## src/rtl/isa_pkg.sv

```systemverilog
// Shared ISA encodings for the multicycle RISC control path: opcodes, condition
// codes, datapath select encodings, FSM states and instruction classification.
package isa_pkg;

  localparam logic [4:0] OP_ALU   = 5'b00000;
  localparam logic [4:0] OP_LHI   = 5'b00001;
  localparam logic [4:0] OP_LLI   = 5'b00010;
  localparam logic [4:0] OP_LDRI  = 5'b00011;
  localparam logic [4:0] OP_LDRR  = 5'b00100;
  localparam logic [4:0] OP_STRI  = 5'b00101;
  localparam logic [4:0] OP_STRR  = 5'b00110;
  localparam logic [4:0] OP_ADDI  = 5'b00111;
  localparam logic [4:0] OP_SUBI  = 5'b01000;
  localparam logic [4:0] OP_MOV   = 5'b01011;
  localparam logic [4:0] OP_JMP   = 5'b10000;
  localparam logic [4:0] OP_JALRL = 5'b10001;
  localparam logic [4:0] OP_JALRR = 5'b10010;
  localparam logic [4:0] OP_JR    = 5'b10011;
  localparam logic [4:0] OP_BR    = 5'b11000;
  localparam logic [4:0] OP_BAL   = 5'b11001;
  localparam logic [4:0] OP_SYS   = 5'b11100;

  localparam logic [2:0] COND_NE = 3'b000;
  localparam logic [2:0] COND_EQ = 3'b001;
  localparam logic [2:0] COND_CS = 3'b010;
  localparam logic [2:0] COND_CC = 3'b011;

  typedef enum logic [2:0] {
    ALU_ADD, ALU_ADC, ALU_SUB, ALU_SBB, ALU_PASSB, ALU_LHI, ALU_LLI
  } alu_op_t;

  typedef enum logic [1:0] {PC_REL, PC_REG, PC_ALU} pc_sel_t;
  typedef enum logic [1:0] {WB_ALU, WB_MEM, WB_PC, WB_IMM} wb_sel_t;

  typedef enum logic {RUN, HALT} state_t;

  typedef enum logic [3:0] {
    CL_ALU, CL_MOV, CL_IMM, CL_CMP, CL_LOAD, CL_STORE, CL_BR, CL_BAL,
    CL_JMP, CL_JALRL, CL_JALRR, CL_JR, CL_OUT, CL_HLT, CL_ILL
  } iclass_t;

  function automatic iclass_t classify(input logic [4:0] op, input logic [1:0] fn);
    iclass_t c;
    case (op)
      OP_ALU, OP_ADDI, OP_SUBI: c = CL_ALU;
      OP_MOV:                   c = CL_MOV;
      OP_LHI, OP_LLI:           c = CL_IMM;
      OP_LDRI:                  c = CL_LOAD;
      OP_LDRR:                  c = (fn == 2'b00) ? CL_LOAD : CL_ILL;
      OP_STRI:                  c = CL_STORE;
      // STRrr and CMP share an opcode, split by the function bits
      OP_STRR:                  c = (fn == 2'b00) ? CL_STORE :
                                    (fn == 2'b01) ? CL_CMP : CL_ILL;
      OP_JMP:                   c = CL_JMP;
      OP_JALRL:                 c = CL_JALRL;
      OP_JALRR:                 c = CL_JALRR;
      OP_JR:                    c = CL_JR;
      OP_BR:                    c = CL_BR;
      OP_BAL:                   c = CL_BAL;
      OP_SYS:                   c = (fn == 2'b00) ? CL_OUT :
                                    (fn == 2'b01) ? CL_HLT : CL_ILL;
      default:                  c = CL_ILL;
    endcase
    return c;
  endfunction

  function automatic logic cond_taken(input logic [2:0] cond, input logic c, input logic z);
    case (cond)
      COND_NE: return !z;
      COND_EQ: return z;
      COND_CS: return c;
      COND_CC: return !c;
      default: return 1'b0;
    endcase
  endfunction

endpackage

```

## src/rtl/multicycle_decode.sv

```systemverilog
// Combinational step decoder: maps the latched instruction, flags and step
// counter to datapath strobes, the last-step marker and memory-step status.
module multicycle_decode
  import isa_pkg::*;
#(
  parameter int CNT_W = 3
) (
  input  logic             en,
  input  logic [CNT_W-1:0] cnt,
  input  logic [4:0]       op,
  input  logic [2:0]       cond,
  input  logic [1:0]       fn,
  input  logic             flag_c,
  input  logic             flag_z,
  input  logic             mem_ready,
  output logic             ir_load,
  output logic             mem_re,
  output logic             mem_we,
  output logic             pc_inc,
  output logic             pc_load,
  output logic [1:0]       pc_sel,
  output logic             reg_we,
  output logic [1:0]       wb_sel,
  output logic             link_we,
  output logic             alu_or_not,
  output logic [2:0]       alu_op,
  output logic             flag_we,
  output logic             out_we,
  output logic             last,
  output logic             illegal,
  output logic             halt_req,
  output logic             mem_step
);

  iclass_t cls;
  alu_op_t alu_reg_op;

  always_comb begin
    cls = classify(op, fn);
    if (op == OP_ALU)       alu_reg_op = alu_op_t'({1'b0, fn});
    else if (op == OP_SUBI) alu_reg_op = ALU_SUB;
    else                    alu_reg_op = ALU_ADD;
  end

  always_comb begin
    ir_load    = 1'b0;
    mem_re     = 1'b0;
    mem_we     = 1'b0;
    pc_inc     = 1'b0;
    pc_load    = 1'b0;
    pc_sel     = PC_REL;
    reg_we     = 1'b0;
    wb_sel     = WB_ALU;
    link_we    = 1'b0;
    alu_or_not = 1'b0;
    alu_op     = ALU_ADD;
    flag_we    = 1'b0;
    out_we     = 1'b0;
    last       = 1'b0;
    illegal    = 1'b0;
    halt_req   = 1'b0;
    mem_step   = 1'b0;
    if (en) begin
      case (cnt)
        CNT_W'(0): begin
          mem_re   = 1'b1;
          mem_step = 1'b1;
          ir_load  = mem_ready;
          pc_inc   = mem_ready;
        end
        CNT_W'(1): begin
          if (cls == CL_ILL) begin
            illegal = 1'b1;
            last    = 1'b1;
          end
        end
        CNT_W'(2): begin
          case (cls)
            CL_ALU: begin
              alu_or_not = 1'b1;
              alu_op     = alu_reg_op;
              flag_we    = 1'b1;
            end
            CL_MOV: begin
              alu_or_not = 1'b1;
              alu_op     = ALU_PASSB;
            end
            CL_IMM: begin
              alu_or_not = 1'b1;
              alu_op     = (op == OP_LHI) ? ALU_LHI : ALU_LLI;
              reg_we     = 1'b1;
              last       = 1'b1;
            end
            CL_CMP: begin
              alu_or_not = 1'b1;
              alu_op     = ALU_SUB;
              flag_we    = 1'b1;
              last       = 1'b1;
            end
            CL_LOAD, CL_STORE: alu_or_not = 1'b1;
            CL_BR: begin
              pc_load = cond_taken(cond, flag_c, flag_z);
              last    = 1'b1;
            end
            CL_BAL, CL_JMP: begin
              pc_load = 1'b1;
              last    = 1'b1;
            end
            CL_JALRL: begin
              pc_load = 1'b1;
              link_we = 1'b1;
              wb_sel  = WB_PC;
              last    = 1'b1;
            end
            CL_JALRR: begin
              pc_load = 1'b1;
              pc_sel  = PC_REG;
              link_we = 1'b1;
              wb_sel  = WB_PC;
              last    = 1'b1;
            end
            CL_JR: begin
              pc_load = 1'b1;
              pc_sel  = PC_REG;
              last    = 1'b1;
            end
            CL_OUT: begin
              out_we = 1'b1;
              last   = 1'b1;
            end
            CL_HLT:  halt_req = 1'b1;
            default: ;
          endcase
        end
        CNT_W'(3): begin
          case (cls)
            CL_ALU, CL_MOV: begin
              alu_or_not = 1'b1;
              alu_op     = (cls == CL_MOV) ? ALU_PASSB : alu_reg_op;
              reg_we     = 1'b1;
              last       = 1'b1;
            end
            CL_LOAD: begin
              mem_re   = 1'b1;
              mem_step = 1'b1;
            end
            CL_STORE: begin
              mem_we   = 1'b1;
              mem_step = 1'b1;
              last     = mem_ready;
            end
            default: ;
          endcase
        end
        CNT_W'(4): begin
          if (cls == CL_LOAD) begin
            reg_we = 1'b1;
            wb_sel = WB_MEM;
            last   = 1'b1;
          end
        end
        default: ;
      endcase
    end
  end

endmodule

```

## src/rtl/multicycle_ctrl.sv

```systemverilog
// Main control FSM of the multicycle datapath: step counter, memory stall
// timeout and halt handling around the combinational step decoder.
module multicycle_ctrl
  import isa_pkg::*;
#(
  parameter int STALL_LIMIT = 15,
  parameter int CNT_W       = 3
) (
  input  logic             clk,
  input  logic             rst_n,
  input  logic [7:0]       ir_m,
  input  logic [1:0]       ir_l,
  input  logic             flag_c,
  input  logic             flag_z,
  input  logic             mem_ready,
  output logic [CNT_W-1:0] cnt,
  output logic             ir_load,
  output logic             mem_re,
  output logic             mem_we,
  output logic             pc_inc,
  output logic             pc_load,
  output logic [1:0]       pc_sel,
  output logic             reg_we,
  output logic [1:0]       wb_sel,
  output logic             link_we,
  output logic             alu_or_not,
  output logic [2:0]       alu_op,
  output logic             flag_we,
  output logic             out_we,
  output logic             buff_pc,
  output logic             halted,
  output logic             illegal,
  output logic             bus_err
);

  localparam int SW = $clog2(STALL_LIMIT + 1);

  state_t           state, state_next;
  logic [CNT_W-1:0] cnt_q, cnt_next;
  logic [SW-1:0]    stall_cnt;
  logic             bus_err_q;
  logic             en, halt_req, mem_step, stalled, stall_hit;

  // rst_n gates the decoder so every strobe drops the instant reset asserts
  assign en = rst_n && (state == RUN);

  multicycle_decode #(.CNT_W(CNT_W)) u_decode (
    .en         (en),
    .cnt        (cnt_q),
    .op         (ir_m[7:3]),
    .cond       (ir_m[2:0]),
    .fn         (ir_l),
    .flag_c     (flag_c),
    .flag_z     (flag_z),
    .mem_ready  (mem_ready),
    .ir_load    (ir_load),
    .mem_re     (mem_re),
    .mem_we     (mem_we),
    .pc_inc     (pc_inc),
    .pc_load    (pc_load),
    .pc_sel     (pc_sel),
    .reg_we     (reg_we),
    .wb_sel     (wb_sel),
    .link_we    (link_we),
    .alu_or_not (alu_or_not),
    .alu_op     (alu_op),
    .flag_we    (flag_we),
    .out_we     (out_we),
    .last       (buff_pc),
    .illegal    (illegal),
    .halt_req   (halt_req),
    .mem_step   (mem_step)
  );

  assign stalled   = mem_step && !mem_ready;
  assign stall_hit = stalled && (stall_cnt == SW'(STALL_LIMIT - 1));

  always_comb begin
    state_next = state;
    cnt_next   = cnt_q;
    if (state == RUN) begin
      if (halt_req || stall_hit) begin
        state_next = HALT;
        cnt_next   = '0;
      end else if (cnt_q > CNT_W'(4)) begin
        cnt_next = '0;
      end else if (stalled) begin
        cnt_next = cnt_q;
      end else if (buff_pc) begin
        cnt_next = '0;
      end else begin
        cnt_next = cnt_q + 1'b1;
      end
    end else begin
      cnt_next = '0;
    end
  end

  always_ff @(posedge clk or negedge rst_n) begin
    if (!rst_n) begin
      state     <= RUN;
      cnt_q     <= '0;
      stall_cnt <= '0;
      bus_err_q <= 1'b0;
    end else begin
      state <= state_next;
      cnt_q <= cnt_next;
      if (state == RUN && stalled && !stall_hit) stall_cnt <= stall_cnt + 1'b1;
      else                                       stall_cnt <= '0;
      if (stall_hit) bus_err_q <= 1'b1;
    end
  end

  assign cnt     = cnt_q;
  assign halted  = (state == HALT);
  assign bus_err = bus_err_q;

endmodule

```

## config.mk

```make
export PLATFORM = sky130hd
export DESIGN_NAME = multicycle_ctrl
export DESIGN_NICKNAME = d
export VERILOG_FILES = /design/src/rtl/isa_pkg.sv /design/src/rtl/multicycle_decode.sv /design/src/rtl/multicycle_ctrl.sv
export SDC_FILE = /design/constraint.sdc
export NUM_CORES = 1
export LEC_CHECK = 0
export ABC_AREA = 1
export CORE_MARGIN = 3
export CORE_UTILIZATION = 35
export DETAILED_ROUTE_END_ITERATION = 6
export GPL_TIMING_DRIVEN = 0
export HOLD_SLACK_MARGIN = 0.12
export SLEW_MARGIN = 10
export SYNTH_ARGS = -nofsm -noshare
export SYNTH_HDL_FRONTEND = slang
export SYNTH_SLANG_ARGS = --single-unit
```

## constraint.sdc

```tcl
create_clock -name clk -period 3 [get_ports clk]
set_clock_uncertainty 0.2 [all_clocks]
set_input_delay 0.6 -clock clk [delete_from_list [all_inputs] [get_ports clk]]
set_output_delay 0.6 -clock clk [all_outputs]
set_load 0.1 [all_outputs]
```

# After elaboration in Yosys (flattened, before gate mapping)
# Index checks and enable logic that the tools add are counted.
dict set report totals {
  elab_cells 143
  out_inout_bits 24
  regBits 9
}
dict set report classes {
  bitwise_logic 1
  reduce_logical 25
  order_cmp 1
  n_addsub 2
  n_eq_ne 40
  mux 70
}
# operator count
set ops {}
lappend ops {{$pmux 4 s14} 1}
lappend ops {{$mux 1} 37}
lappend ops {{$eq 5x5->1 const B} 7}
lappend ops {{$eq 4x4->1 const B} 8}
lappend ops {{$mux 3} 9}
lappend ops {{$eq 5x3->1 const B} 4}
lappend ops {{$mux 4} 5}
lappend ops {{$eq 4x3->1 const B} 4}
lappend ops {{$mux 2} 7}
lappend ops {{$eq 3x2->1 const B} 4}
lappend ops {{$pmux 3 s4} 1}
lappend ops {{$reduce_or 2->1} 6}
lappend ops {{$eq 5x2->1 const B} 2}
lappend ops {{$eq 5x4->1 const B} 2}
lappend ops {{$pmux 1 s2} 5}
lappend ops {{$reduce_or 9->1} 1}
lappend ops {{$eq 4x2->1 const B} 2}
lappend ops {{$pmux 1 s4} 2}
lappend ops {{$eq 3x1->1 const B} 2}
lappend ops {{$logic_not 3->1} 2}
lappend ops {{$pmux 3 s2} 1}
lappend ops {{$reduce_or 6->1} 1}
lappend ops {{$eq 5x1->1 const B} 1}
lappend ops {{$logic_and 1x1->1} 5}
lappend ops {{other kinds (17)} 20}

# Longest topological paths before layout
dict set report logic_depth {
  word_depth 14
  depth_mapped 16
}

# Cells and area by module
# From an unflattened synthesis, not the netlist that was laid out.
dict set report unflattened {
  cells_unflattened 229
  hier_area_um2 1372.6
}
# mod instances area_each_um2 cells_each seq_area_each_um2
set modules_own_cells {}
lappend modules_own_cells {multicycle_decode 1 870.8 171 0.0}
lappend modules_own_cells {multicycle_ctrl 1 501.7 58 225.2}

# Worst setup path before layout
# OpenSTA, ideal clock, no wires.
dict set report synth_path {
  kind {register -> output}
  startpoint {reg cnt_q[0], in the netlist cnt[0]}
  endpoint {out mem_we}
  setup_slack_ps -2290
  arrival_time_ps 4490
  required_ps 2200
  n_path_buf 0
  stages_incl_launch_ff 5
  cell_sequence {dfrtp_1 -> ha_1 -> ha_1 -> inv_1 -> nor4_1}
}
dict set report synth_via {
  elab_chain_len 3
}
# item line
set synth_lines {}
lappend synth_lines {{start: declaration} multicycle_ctrl.sv:39} ;# logic [CNT_W-1:0] cnt_q, cnt_next;
lappend synth_lines {{start signal: assignment} multicycle_ctrl.sv:107} ;# cnt_q <= cnt_next;
lappend synth_lines {{$eq 3x2->1} multicycle_decode.sv:64} ;# case (cnt)
lappend synth_lines {{$mux 1} multicycle_decode.sv:64}
lappend synth_lines {{$mux 1} multicycle_decode.sv:63} ;# if (en) begin
lappend synth_lines {{end: declaration} multicycle_ctrl.sv:19} ;# output logic mem_we,
# Every way passes these cells.

# Worst setup path in the final report
dict set report layout_path {
  startpoint {in ir_m[4]}
  endpoint {out alu_op[1]}
}
dict set report layout_via {
  elab_chain_len 8
  elab_cells_between_ends 33
  cone_classes {eq/ne (19); mux (9); reduce/logical (5)}
}
# item line
set layout_lines {}
lappend layout_lines {{start: declaration} multicycle_ctrl.sv:11} ;# input logic [7:0] ir_m,
lappend layout_lines {{$eq 5x3->1, or another cell as far along} isa_pkg.sv:44} ;# case (op)
lappend layout_lines {{$reduce_or 3->1 or $reduce_or 2->1 (tied branches)} isa_pkg.sv:44}
lappend layout_lines {{$pmux 4 s14} isa_pkg.sv:44}
lappend layout_lines {{$eq 4x1->1 or $logic_not 4->1 (tied branches)} {multicycle_decode.sv:78, multicycle_decode.sv:136, multicycle_decode.sv:139}}
lappend layout_lines {{$mux 3 or $reduce_or 2->1 (tied branches)} {multicycle_decode.sv:139, multicycle_decode.sv:136}}
lappend layout_lines {{$mux 3} multicycle_decode.sv:136} ;# case (cls)
lappend layout_lines {{$pmux 3 s2 *} multicycle_decode.sv:64}
lappend layout_lines {{$mux 3 *} multicycle_decode.sv:63}
lappend layout_lines {{end: declaration} multicycle_ctrl.sv:27} ;# output logic [2:0] alu_op,
# Mark *: on every way between the ends. The rest lies on a longest branch, timed or not.

==> out/qor.yml <==
run_status: "finished, violations left"
violations: "setup timing"
finish.net_count: 333
syn_area_per_cell_um2: 5.935
setup_violations: 15
netlist_instances: 218
drt.antenna.violating_nets: 0
cts_max_level: 1
critical_path_start_type: "input pin"
max_freq_mhz: 307.5
synth_largest_type_area_fraction: 0.1741
detail_route.iter0.violations: 171
detail_route.wl_per_cell_um: 20.11
drt_wl_total_um: 7158
num_vias: 2081
post-place-cells: 300
synth.top_cells.by_area: "dfrtp_1 17%, nand2_1 14%, nor2_1 10%"
total_leakage_power_nw: 1.325
maximum_ir_drop_on_the_vdd_rail_v: 0.0002650
stdcell_count: 356
grt_antenna_before_repair: 0
core-area_um2: 3442
worstPathArrival_ps: 2450
hold-worst-slack_ps: 119.8
synth_common_cells: "49 x nand2_1, 36 x nor2_1, 30 x inv_1"
relSlewSlack: 0.3387
multi_input_area_um2: 1475
worstSetupPathType: "input pin to output port"
critPathRequiredTime_ps: 2200
place.gp.congestion: 0.8075
clock_path_buffers: 2
grt_max_degree: 11
number_of_distinct_library_cell_variants_in_the_gate_level_netlist_after_synthesis: 36
die-height_um: 66.80
synth-warning-count: 0
die_area_um2: 4462
area_growth_syn_to_layout_pct: 134.1
detail_route.first_pass.iterations: 6
path_clk_slew_ps: 40
reg2reg_launch_point: "cnt[0]$_DFFE_PN0P_"
synth-async-reset-ratio: 1.000
final_hold_viol_count: 0
place_worst_setup_slack_ps: -1799
critPathMaxFanout: 7
grt_overflow: 0
crit_path_top_delay_cell: "nor4_4"
share_of_the_yosys_chip_area_belonging_to_registers: 0.1741
max_cap_violations: 0
grt_pass1_wl_um: 8714
hold_buffers: 0
min_period_ps: 3252
num_antenna_cells: 0
placementRows: 21
fin_total_pwr_w: 0.0005751
clockRootBuffer: "clkbuf_8"
synthFlopType: "dfrtp_1"
crit_path_cell_trace: "buf_12 -> inv_8 -> nand2_8 -> nor2_4 -> nand2_2 -> nand2_2 -> nor2_4 -> nand2_4 -> nand2_4 -> nor4_4 -> o31ai_4 -> o21ai_4 -> buf_12"
period_share: 1.084
drv_slew: 0
detailedPlacementHpwl_um: 3089
synth-edff-count: 0
cp_top_family: "simple AND/OR/NAND/NOR gates"
grt_util_all_layers: 0.2541
power_density_nw_per_um2: 189.8
grt_setup_unrepaired: "true"
routed_via_density: 5.846
post-synth-top-count-cell: "nand2_1"
netlist_area_um2: 1294
postSynthRegisterBits: 9
clk-insertion-delay-late_ps: 230
num_io_pins: 39
number_of_global_route_vias_before_repair: 1811
io_buffers: 36
layout_cell_share_with_drive_strength_beyond_1: 0.6194
worst_slack_ps: -251.7
cp-startpoint: "ir_m[4]"
floorplan.die.width_um: 66.80
worst_margin_slew_ps: 988.8
numClockSinks: 9
clock_tree_from_tritoncts: "built"
reg2reg_slack_ps: 620
cts_inserted_buffers: 3
end_kind: "output port"
fillCellCount: 137
post-synth-top-area-cell: "dfrtp_1"
drc_errors: 0
holdCritPathClass: "input pin to asynchronous set/reset pin"
sequential_cell_area_um2: 237.7
effective_utilization_at_floorplan: 0.3759
cp_slowest_stage_delay_ps: 400
critical_path_buf_inv_count: 3
net_count_synth: 240
-- area by class of cell --
| cell class | count | area share |
|---|---|---|
| Sequential cell | 9 | 0.07848 |
| Buffer | 4 | 0.02065 |
| Tap cell | 46 | 0.01900 |
| Inverter | 33 | 0.05494 |
| Clock buffer | 4 | 0.01487 |
| Multi-Input combinational cell | 172 | 0.4870 |
| Timing Repair Buffer | 88 | 0.3251 |
-- metal layers --
layer | up-vias | wire (um) | GRT usage
met5 | - | 0 | 0
li1 | 910 | - | -
met4 | 0 | 569 | 0.1041
met1 | 952 | 2544 | 0.3108
met2 | 158 | 3440 | 0.4381
met3 | 61 | 604 | 0.04047
-- cell families (layout without fill, tap and decap cells) --
| group | count (synthesis) | count (layout) | share of synthesized area |
|---|---|---|---|
| AO/OA/AOI/OAI | 26 | 26 | 0.1344 |
| XOR/XNOR | 3 | 3 | 0.02031 |
| adder cells (fa/ha/maj) | 7 | 7 | 0.06770 |
| buffers and inverters | 37 | 129 | 0.1209 |
| flip-flops | 9 | 9 | 0.1741 |
| other | 1 | 1 | 0.002899 |
| AND/OR/NAND/NOR | 135 | 135 | 0.4797 |
-- per-stage QoR --
stage | cell area [um^2] | TNS, ps | utilization
final | 3029 | -2041 | 0.8800
after detailed placement | 1967 | -26750 | 0.5714
after global placement | 1967 | -26680 | 0.5714
after floorplan | 1549 | -2086 | -
after CTS | 2592 | -65.61 | 0.7532
after global routing | 3029 | -2684 | 0.8800
-- cells in the final DEF (no fill, tap or decap), types with 5 or more instances in the layout --
master / count
a21oi_1: 7
buf_12: 20
buf_4: 41
buf_6: 13
clkdlybuf4s50_1: 11
dfrtp_1: 5
ha_1: 7
inv_1: 19
inv_2: 7
nand2_1: 25
nand2_2: 17
nand2_4: 8
nand3_1: 9
nand3_2: 8
nand3_4: 5
nand4_1: 8
nor2_1: 15
nor2_2: 10
nor2_4: 16
nor3_4: 5
-- power by group --
group	switching (W)	total, W	internal [W]
sequential	0	0.000122	0.000122
clock	0.0000452	0.000137	0.0000923
combinational	0.000174	0.000316	0.000142
total	0.000219	0.000575	0.000356
-- registers in the layout, summed over array words and instances (netlist names) --
name,flops
stall_cnt,4
cnt,3
bus_err,1
halted,1
-- path summary, 6_finish.rpt --
path / endpoint / depth (start not counted)
max: alu_op[1] / 13
max reg2reg: cnt[1]$_DFFE_PN0P_ / 11
min: cnt[0]$_DFFE_PN0P_ / 1
max in group asynchronous: halted$_DFF_PN0_ / 1
min in group clk: bus_err$_DFFE_PN0P_ / 2
min reg2reg: bus_err$_DFFE_PN0P_ / 2
-- repair_timing --
item | 4_1_cts | 5_1_grt
gates resized for setup | 234 | 67
setup endpoints to repair | 21 | 15
setup buffers | 31 | 22
pin swaps | 29 | 38
hold endpoints to repair | 0 | 0
No activity file was read; power rests on OpenSTA's default activity.
